===== src/rtl/sad_min_acc.sv =====
// SAD accumulator with running-minimum search.
// Sums one row of absolute differences per cycle and tracks the best candidate.
module sad_min_acc #(
    parameter int PIXEL    = 8,
    parameter int LANES    = 8,
    parameter int ROWS     = 8,
    parameter int NUM_CAND = 64,
    parameter int SAD_W    = 14,
    parameter int IDX_W    = 6
) (
    input  logic                   clk,
    input  logic                   rst_n,
    input  logic [LANES*PIXEL-1:0] abs_in,
    input  logic                   abs_valid,
    input  logic                   search_start,
    output logic [SAD_W-1:0]       sad_out,
    output logic [IDX_W-1:0]       sad_idx,
    output logic                   sad_valid,
    output logic [SAD_W-1:0]       best_sad,
    output logic [IDX_W-1:0]       best_idx,
    output logic                   search_done,
    output logic                   busy
);

    localparam int ROW_W = PIXEL + $clog2(LANES);
    localparam int CNT_W = (ROWS > 1) ? $clog2(ROWS) : 1;
    localparam logic [CNT_W-1:0] ROW_LAST  = CNT_W'(ROWS - 1);
    localparam logic [IDX_W-1:0] CAND_LAST = IDX_W'(NUM_CAND - 1);

    typedef enum logic {IDLE, ACC} state_t;

    state_t           state_q, state_d;
    logic [ROW_W-1:0] row_sum_d, row_sum_q;
    logic             row_v_q;
    logic [SAD_W-1:0] acc_q, acc_sum;
    logic [CNT_W-1:0] row_cnt_q;
    logic [IDX_W-1:0] cand_cnt_q;
    logic             first_q;
    logic             cand_end, last_end, better;

    // Adder tree across all lanes of the incoming row, full width.
    always_comb begin
        row_sum_d = '0;
        for (int i = 0; i < LANES; i++)
            row_sum_d = row_sum_d + ROW_W'(abs_in[i*PIXEL +: PIXEL]);
    end

    assign acc_sum  = acc_q + SAD_W'(row_sum_q);
    assign cand_end = (state_q == ACC) && row_v_q && !search_start
                      && (row_cnt_q == ROW_LAST);
    assign last_end = cand_end && (cand_cnt_q == CAND_LAST);
    assign better   = first_q || (acc_sum < best_sad);
    assign busy     = (state_q == ACC);

    // State register.
    always_ff @(posedge clk or negedge rst_n) begin
        if (!rst_n) state_q <= IDLE;
        else        state_q <= state_d;
    end

    // Next state: a start pulse always (re)enters ACC; the final candidate exits.
    always_comb begin
        state_d = state_q;
        unique case (state_q)
            IDLE: if (search_start) state_d = ACC;
            ACC: begin
                if (search_start)  state_d = ACC;
                else if (last_end) state_d = IDLE;
            end
            default: state_d = IDLE;
        endcase
    end

    // Stage 1: register the row sum; rows arriving with a start pulse are dropped.
    always_ff @(posedge clk or negedge rst_n) begin
        if (!rst_n) begin
            row_sum_q <= '0;
            row_v_q   <= 1'b0;
        end else begin
            row_v_q <= 1'b0;
            if ((state_q == ACC) && abs_valid && !search_start) begin
                row_sum_q <= row_sum_d;
                row_v_q   <= 1'b1;
            end
        end
    end

    // Stage 2: accumulate rows, emit candidate SAD and update the running minimum.
    always_ff @(posedge clk or negedge rst_n) begin
        if (!rst_n) begin
            acc_q       <= '0;
            row_cnt_q   <= '0;
            cand_cnt_q  <= '0;
            first_q     <= 1'b0;
            sad_out     <= '0;
            sad_idx     <= '0;
            sad_valid   <= 1'b0;
            best_sad    <= '0;
            best_idx    <= '0;
            search_done <= 1'b0;
        end else begin
            sad_valid   <= 1'b0;
            search_done <= 1'b0;
            if (search_start) begin
                acc_q      <= '0;
                row_cnt_q  <= '0;
                cand_cnt_q <= '0;
                first_q    <= 1'b1;
            end else if (cand_end) begin
                sad_out    <= acc_sum;
                sad_idx    <= cand_cnt_q;
                sad_valid  <= 1'b1;
                acc_q      <= '0;
                row_cnt_q  <= '0;
                cand_cnt_q <= last_end ? '0 : cand_cnt_q + IDX_W'(1);
                first_q    <= 1'b0;
                if (better) begin
                    best_sad <= acc_sum;
                    best_idx <= cand_cnt_q;
                end
                if (last_end) search_done <= 1'b1;
            end else if ((state_q == ACC) && row_v_q) begin
                acc_q     <= acc_sum;
                row_cnt_q <= row_cnt_q + CNT_W'(1);
            end
        end
    end

endmodule


===== config.mk =====
export PLATFORM = sky130hd
export DESIGN_NAME = sad_min_acc
export DESIGN_NICKNAME = d
export VERILOG_FILES = /design/src/rtl/sad_min_acc.sv
export SDC_FILE = /design/constraint.sdc
export NUM_CORES = 1
export LEC_CHECK = 0
export CORE_UTILIZATION = 45
export DETAILED_ROUTE_END_ITERATION = 7
export PLACE_DENSITY_LB_ADDON = 0.08
export SLEW_MARGIN = 20
export SYNTH_ARGS = -nofsm -noshare
export SYNTH_HDL_FRONTEND = slang
export SYNTH_SLANG_ARGS = --single-unit

===== constraint.sdc =====
create_clock -name clk -period 7.8 [get_ports clk]
set_clock_uncertainty 0.1 [all_clocks]
set_input_delay 1.56 -clock clk [delete_from_list [all_inputs] [get_ports clk]]
set_output_delay 1.56 -clock clk [all_outputs]
set_load 0.05 [all_outputs]

* Yosys cells after proc, flatten, opt, wreduce, memory -nomap -nowiden
Index checks and enable logic that the tools add are counted.
** Storage, ports and cells
- Flip-flop bits (word level) :: 79
- Input bits :: 68
- Output and inout port bits :: 43
- Word-level logic and storage cells :: 61
** Cells by class
- Add/subtract/negate cells :: 10
- $lt $le $gt $ge :: 1
- Equal/unequal tests :: 2
- Multiplexer cells :: 21
- Bitwise gates (word level) :: 2
- Reduce and logical (&&, ||, !) cells :: 12
** Operators with widths (number)
- 11-bit by 8-bit adder with 11-bit output :: 4
- 14-bit 2-to-1 mux :: 3
- 6-bit 2-to-1 mux :: 3
- 14-bit by 11-bit adder with 14-bit output :: 1
- 14-bit < comparator :: 1
- 10-bit by 8-bit adder with 11-bit output :: 1
- 1-bit 2-to-1 mux :: 11
- 9-bit by 8-bit adder with 10-bit output :: 1
- 8-bit by 8-bit adder with 9-bit output :: 1
- 3-bit 2-to-1 mux :: 3
- 6-bit by 1-bit adder with 6-bit output (second input constant) :: 1
- 6-bit == test (second input constant) :: 1
- 1-bit logical AND :: 6
- 3-bit by 1-bit adder with 3-bit output (second input constant) :: 1
- 3-bit == test (second input constant) :: 1
- 3-bit AND reduction :: 1
- 3-bit nonzero test :: 1
- 1-bit inverter :: 2
- 1-bit one-hot mux with 2 select lines :: 1
- 2-bit AND reduction :: 1
- 2-bit nonzero test :: 1
- 1-bit logical NOT :: 1
- 1-bit logical OR :: 1

* Depth between registers and ports, before layout
- Word-level depth :: 7
- Mapped depth :: 16
- Mapped depth without buffers :: 16

* Worst setup path before layout
No wires, ideal clock.
- Path type :: input to register
- Start :: in abs_in[2]
- End :: reg row_sum_q[10]
- Library setup time :: 130 ps
- Data arrival time :: 5292 ps
- Required time :: 7570 ps
- Path slack :: 2277 ps
- Stages :: 16
- Path buffers :: 0
- Cells stage by stage :: inv_1 -> fa_1 -> inv_1 -> fa_1 -> fa_1 -> inv_1 -> fa_1 -> inv_1 -> ha_1 -> fa_1 -> a21o_1 -> a21oi_1 -> o21ai_0 -> a31o_1 -> a21oi_1 -> o21ai_1
** Between the ends
- Longest elaborated chain between the ends :: 7
** RTL lines
- start: declaration :: line 13 : input logic [LANES*PIXEL-1:0] abs_in,
- 8-bit by 8-bit adder with 9-bit output :: line 45 : row_sum_d = row_sum_d + ROW_W'(abs_in[i*PIXEL +: PIXEL]);
- 9-bit by 8-bit adder with 10-bit output :: line 45
- 10-bit by 8-bit adder with 11-bit output :: line 45
- 11-bit by 8-bit adder with 11-bit output (4 in series) :: line 45
- end signal: assignment :: line 82 : row_sum_q <= row_sum_d;
- end: declaration :: line 33 : logic [ROW_W-1:0] row_sum_d, row_sum_q;
No other way between the ends.
A chain may end at the register's enable or synchronous reset.

* Final worst setup path
Same ends and word-level chain as after synthesis.

==> flow_summary.json <==
{
  "synth.distinct_cells": 42,
  "final_cell_mix": "inv_1 (124), clkdlybuf4s50_1 (109), dfrtp_1 (79)",
  "finalCritPeriodShare": 0.760,
  "powerDensity_nw_per_um2": 252,
  "fmax_mhz": 169,
  "timing.final.ws_setup_ns": 1.87,
  "max-cap-violations": 0,
  "port_buffers": 110,
  "grt_overflow": 0,
  "clk_path_buf_depth": 2,
  "crit_type": "in -> reg",
  "die_w_um": 113,
  "setup_viol": 0,
  "initial_utilization": 0.463,
  "ios": 111,
  "relSlewSlack": 0.346,
  "hp-class": "reg -> reg",
  "yosysWarnings": 0,
  "ys_ff_latch": 79,
  "timing.setup.tns_ns": 0,
  "power_mw": 1.79,
  "ant_nets": 0,
  "fillers": 1050,
  "ys.flop_type": "dfrtp_1",
  "cts_max_level": 3,
  "synth_edf_count": 0,
  "nets": 810,
  "fin_hold_ws_ns": 0.380,
  "syn2layout_area_growth_pct": 27.5,
  "leakagePower_nw": 3.67,
  "grt_pass1_wl_um": 18300,
  "dp_slack_ns": 1.52,
  "mostFrequentLayoutCell": "inv_1",
  "cts_resized": 0,
  "globalplace.congestion": 0.765,
  "async_reset_ff_frac": 1.00,
  "syn-num-nets": 697,
  "whs_path_depth": 2,
  "finalHoldViolCount": 0,
  "grt_antenna_before_repair": 0,
  "final_layout_size_suffix_gt1_frac": 0.0879,
  "worstRegToRegCells": 15,
  "cts_sinks": 79,
  "irDropWorstVdd_mv": 0.177,
  "drtIter0Drc": 135,
  "slew_viol_final": 0,
  "cts_buffers": 9,
  "cp_max_fo": 3,
  "cts_setup_buffers": 0,
  "final_core_utilization": 0.590,
  "worstSetupEndpointType": "register",
  "dpl.hpwl_um": 8020,
  "cts_tree": "done",
  "ctsRootBufferMaster": "clkbuf_16",
  "cp-start-kind": "input port",
  "status": "finished clean",
  "grt_max_degree": 80,
  "clock_latency_ns": 0.33,
  "post-route-min-period_ns": 5.93,
  "syn_avg_cell_area_sq_um": 10.2,
  "rows": 40,
  "tightest_slew_ns": 0.981,
  "drc": 0,
  "postRouteWirelength_um": 10300,
  "die_area_sq_um": 12800,
  "grt_usage": 0.179,
  "holdBufCountCts": 0,
  "wire_per_inst_um": 12.8,
  "ys_seq_area_frac": 0.355,
  "vias": 3916,
  "core_sq_um": 12000,
  "rsz0062_at_grt": "no",
  "die_y_um": 113,
  "firstDrtPassIters": 4,
  "grt_pass1_vias": 4126,
  "drt-vias-per-instance": 4.85,
  "syn_inst": 543,
  "cts.clk_slew.worst_paths_ns": 0.05,
  "cp.arrival_ns": 6.01,
  "synth_area_sq_um": 5560,
  "required_ns": 7.88,
  "diodes": 0
}
==> stage by stage <==
step | area (sq um) | std cells
after floorplan | 5560 | 543
after global placement | 6800 | 792
after detailed placement | 6800 | 792
after CTS | 7090 | 807
after global routing | 7090 | 807
final | 7090 | 807
==> final cells by class <==
type,instances,area (sq um),share of cell area
well taps,147,184,0.0259
flip-flops and latches,79,1980,0.279
inverters,125,469,0.0662
multi-input cells,328,3050,0.431
clock buffers,13,270,0.0381
clock inverters,2,15.0,0.00212
repair buffers,113,1120,0.158
==> cells in the mapped netlist, types with 2 or more instances <==
| cell type | n | area share |
|---|---|---|
| nor2_1 | 17 | 0.011 |
| o21ai_0 | 8 | 0.0072 |
| xnor2_1 | 6 | 0.0094 |
| nand4_1 | 3 | 0.0034 |
| xor2_2 | 3 | 0.0088 |
| nor3_1 | 2 | 0.0018 |
| buf_6 | 2 | 0.0040 |
| o21ai_1 | 9 | 0.0081 |
| clkbuf_1 | 6 | 0.0040 |
| dfrtp_1 | 79 | 0.36 |
| a21o_1 | 9 | 0.012 |
| nand2b_1 | 2 | 0.0022 |
| o21a_1 | 4 | 0.0054 |
| inv_1 | 124 | 0.084 |
| nor2b_1 | 2 | 0.0022 |
| nand3_1 | 7 | 0.0063 |
| ha_1 | 38 | 0.085 |
| o21bai_1 | 2 | 0.0027 |
| nand2_1 | 77 | 0.052 |
| a21oi_1 | 17 | 0.015 |
| xor2_1 | 11 | 0.017 |
| a211oi_2 | 2 | 0.0045 |
| or2_2 | 2 | 0.0022 |
| o211ai_1 | 3 | 0.0040 |
| a31oi_1 | 3 | 0.0034 |
| mux2_2 | 7 | 0.014 |
| buf_2 | 2 | 0.0018 |
| mux2_4 | 20 | 0.054 |
| fa_1 | 48 | 0.17 |
| o21ai_2 | 2 | 0.0032 |
| a22o_1 | 15 | 0.024 |
==> path summary, 6_finish.rpt <==
| check | slack, ns | startpoint | end |
|---|---|---|---|
| min in group asynchronous | 1.29 | rst_n | row_sum_q[0] |
| max in group asynchronous | 5.68 | rst_n | acc_q[10] |
| max reg2reg | 3.75 | row_sum_q[0] | best_sad[6] |
| min reg2reg | 0.38 | sad_idx[1] | sad_idx[1] |
| min | 0.38 | sad_idx[1] | sad_idx[1] |
| max | 1.87 | abs_in[2] | row_sum_q[10] |
==> cells by family (layout without fill, tap and decap cells) <==
family,after synthesis,count (layout),synth area share
mux,28,28,0.0700
buf+inv,136,253,0.0956
compound gates,81,81,0.102
xor+xnor,20,20,0.0355
simple gates,113,113,0.0830
fa+ha+maj,86,86,0.258
flops,79,79,0.355
==> flip-flops by register name, summed over array words and instances, names as in the netlist <==
register and count:
row_sum_q 11, sad_out 14, first_q 1, row_cnt_q 3, best_idx 6, row_v_q 1, busy 1, search_done 1
sad_idx 6, best_sad 14, acc_q 14, sad_valid 1, cand_cnt_q 6
==> worst max-delay path, cell delays in order <==
cell and delay (ns):
clkdlybuf4s50_1 0.46, inv_1 0.06, fa_1 0.53, inv_1 0.05, fa_1 0.50, fa_1 0.54, inv_1 0.05, fa_1 0.53
inv_1 0.04, ha_1 0.22, fa_1 0.42, a21o_1 0.20, a21oi_1 0.28, o21ai_0 0.14, a31o_1 0.22, a21oi_1 0.14
o21ai_1 0.07
==> report_power, final <==
part / internal (mW) / switching, mW
clock network: 0.240 / 0.155
registers: 0.449 / 0.0242
logic: 0.413 / 0.505
==> metal layers <==
layer / vias to the layer above / GRT usage / share of wire
met3: 7 / 0.0370 / 0.034
li1: 1933 / - / -
met1: 1906 / 0.230 / 0.47
met2: 70 / 0.307 / 0.49
met5: - / 0 / 0
met4: 0 / 0.0491 / 0.0074
Power figures use the tool's default switching activity.
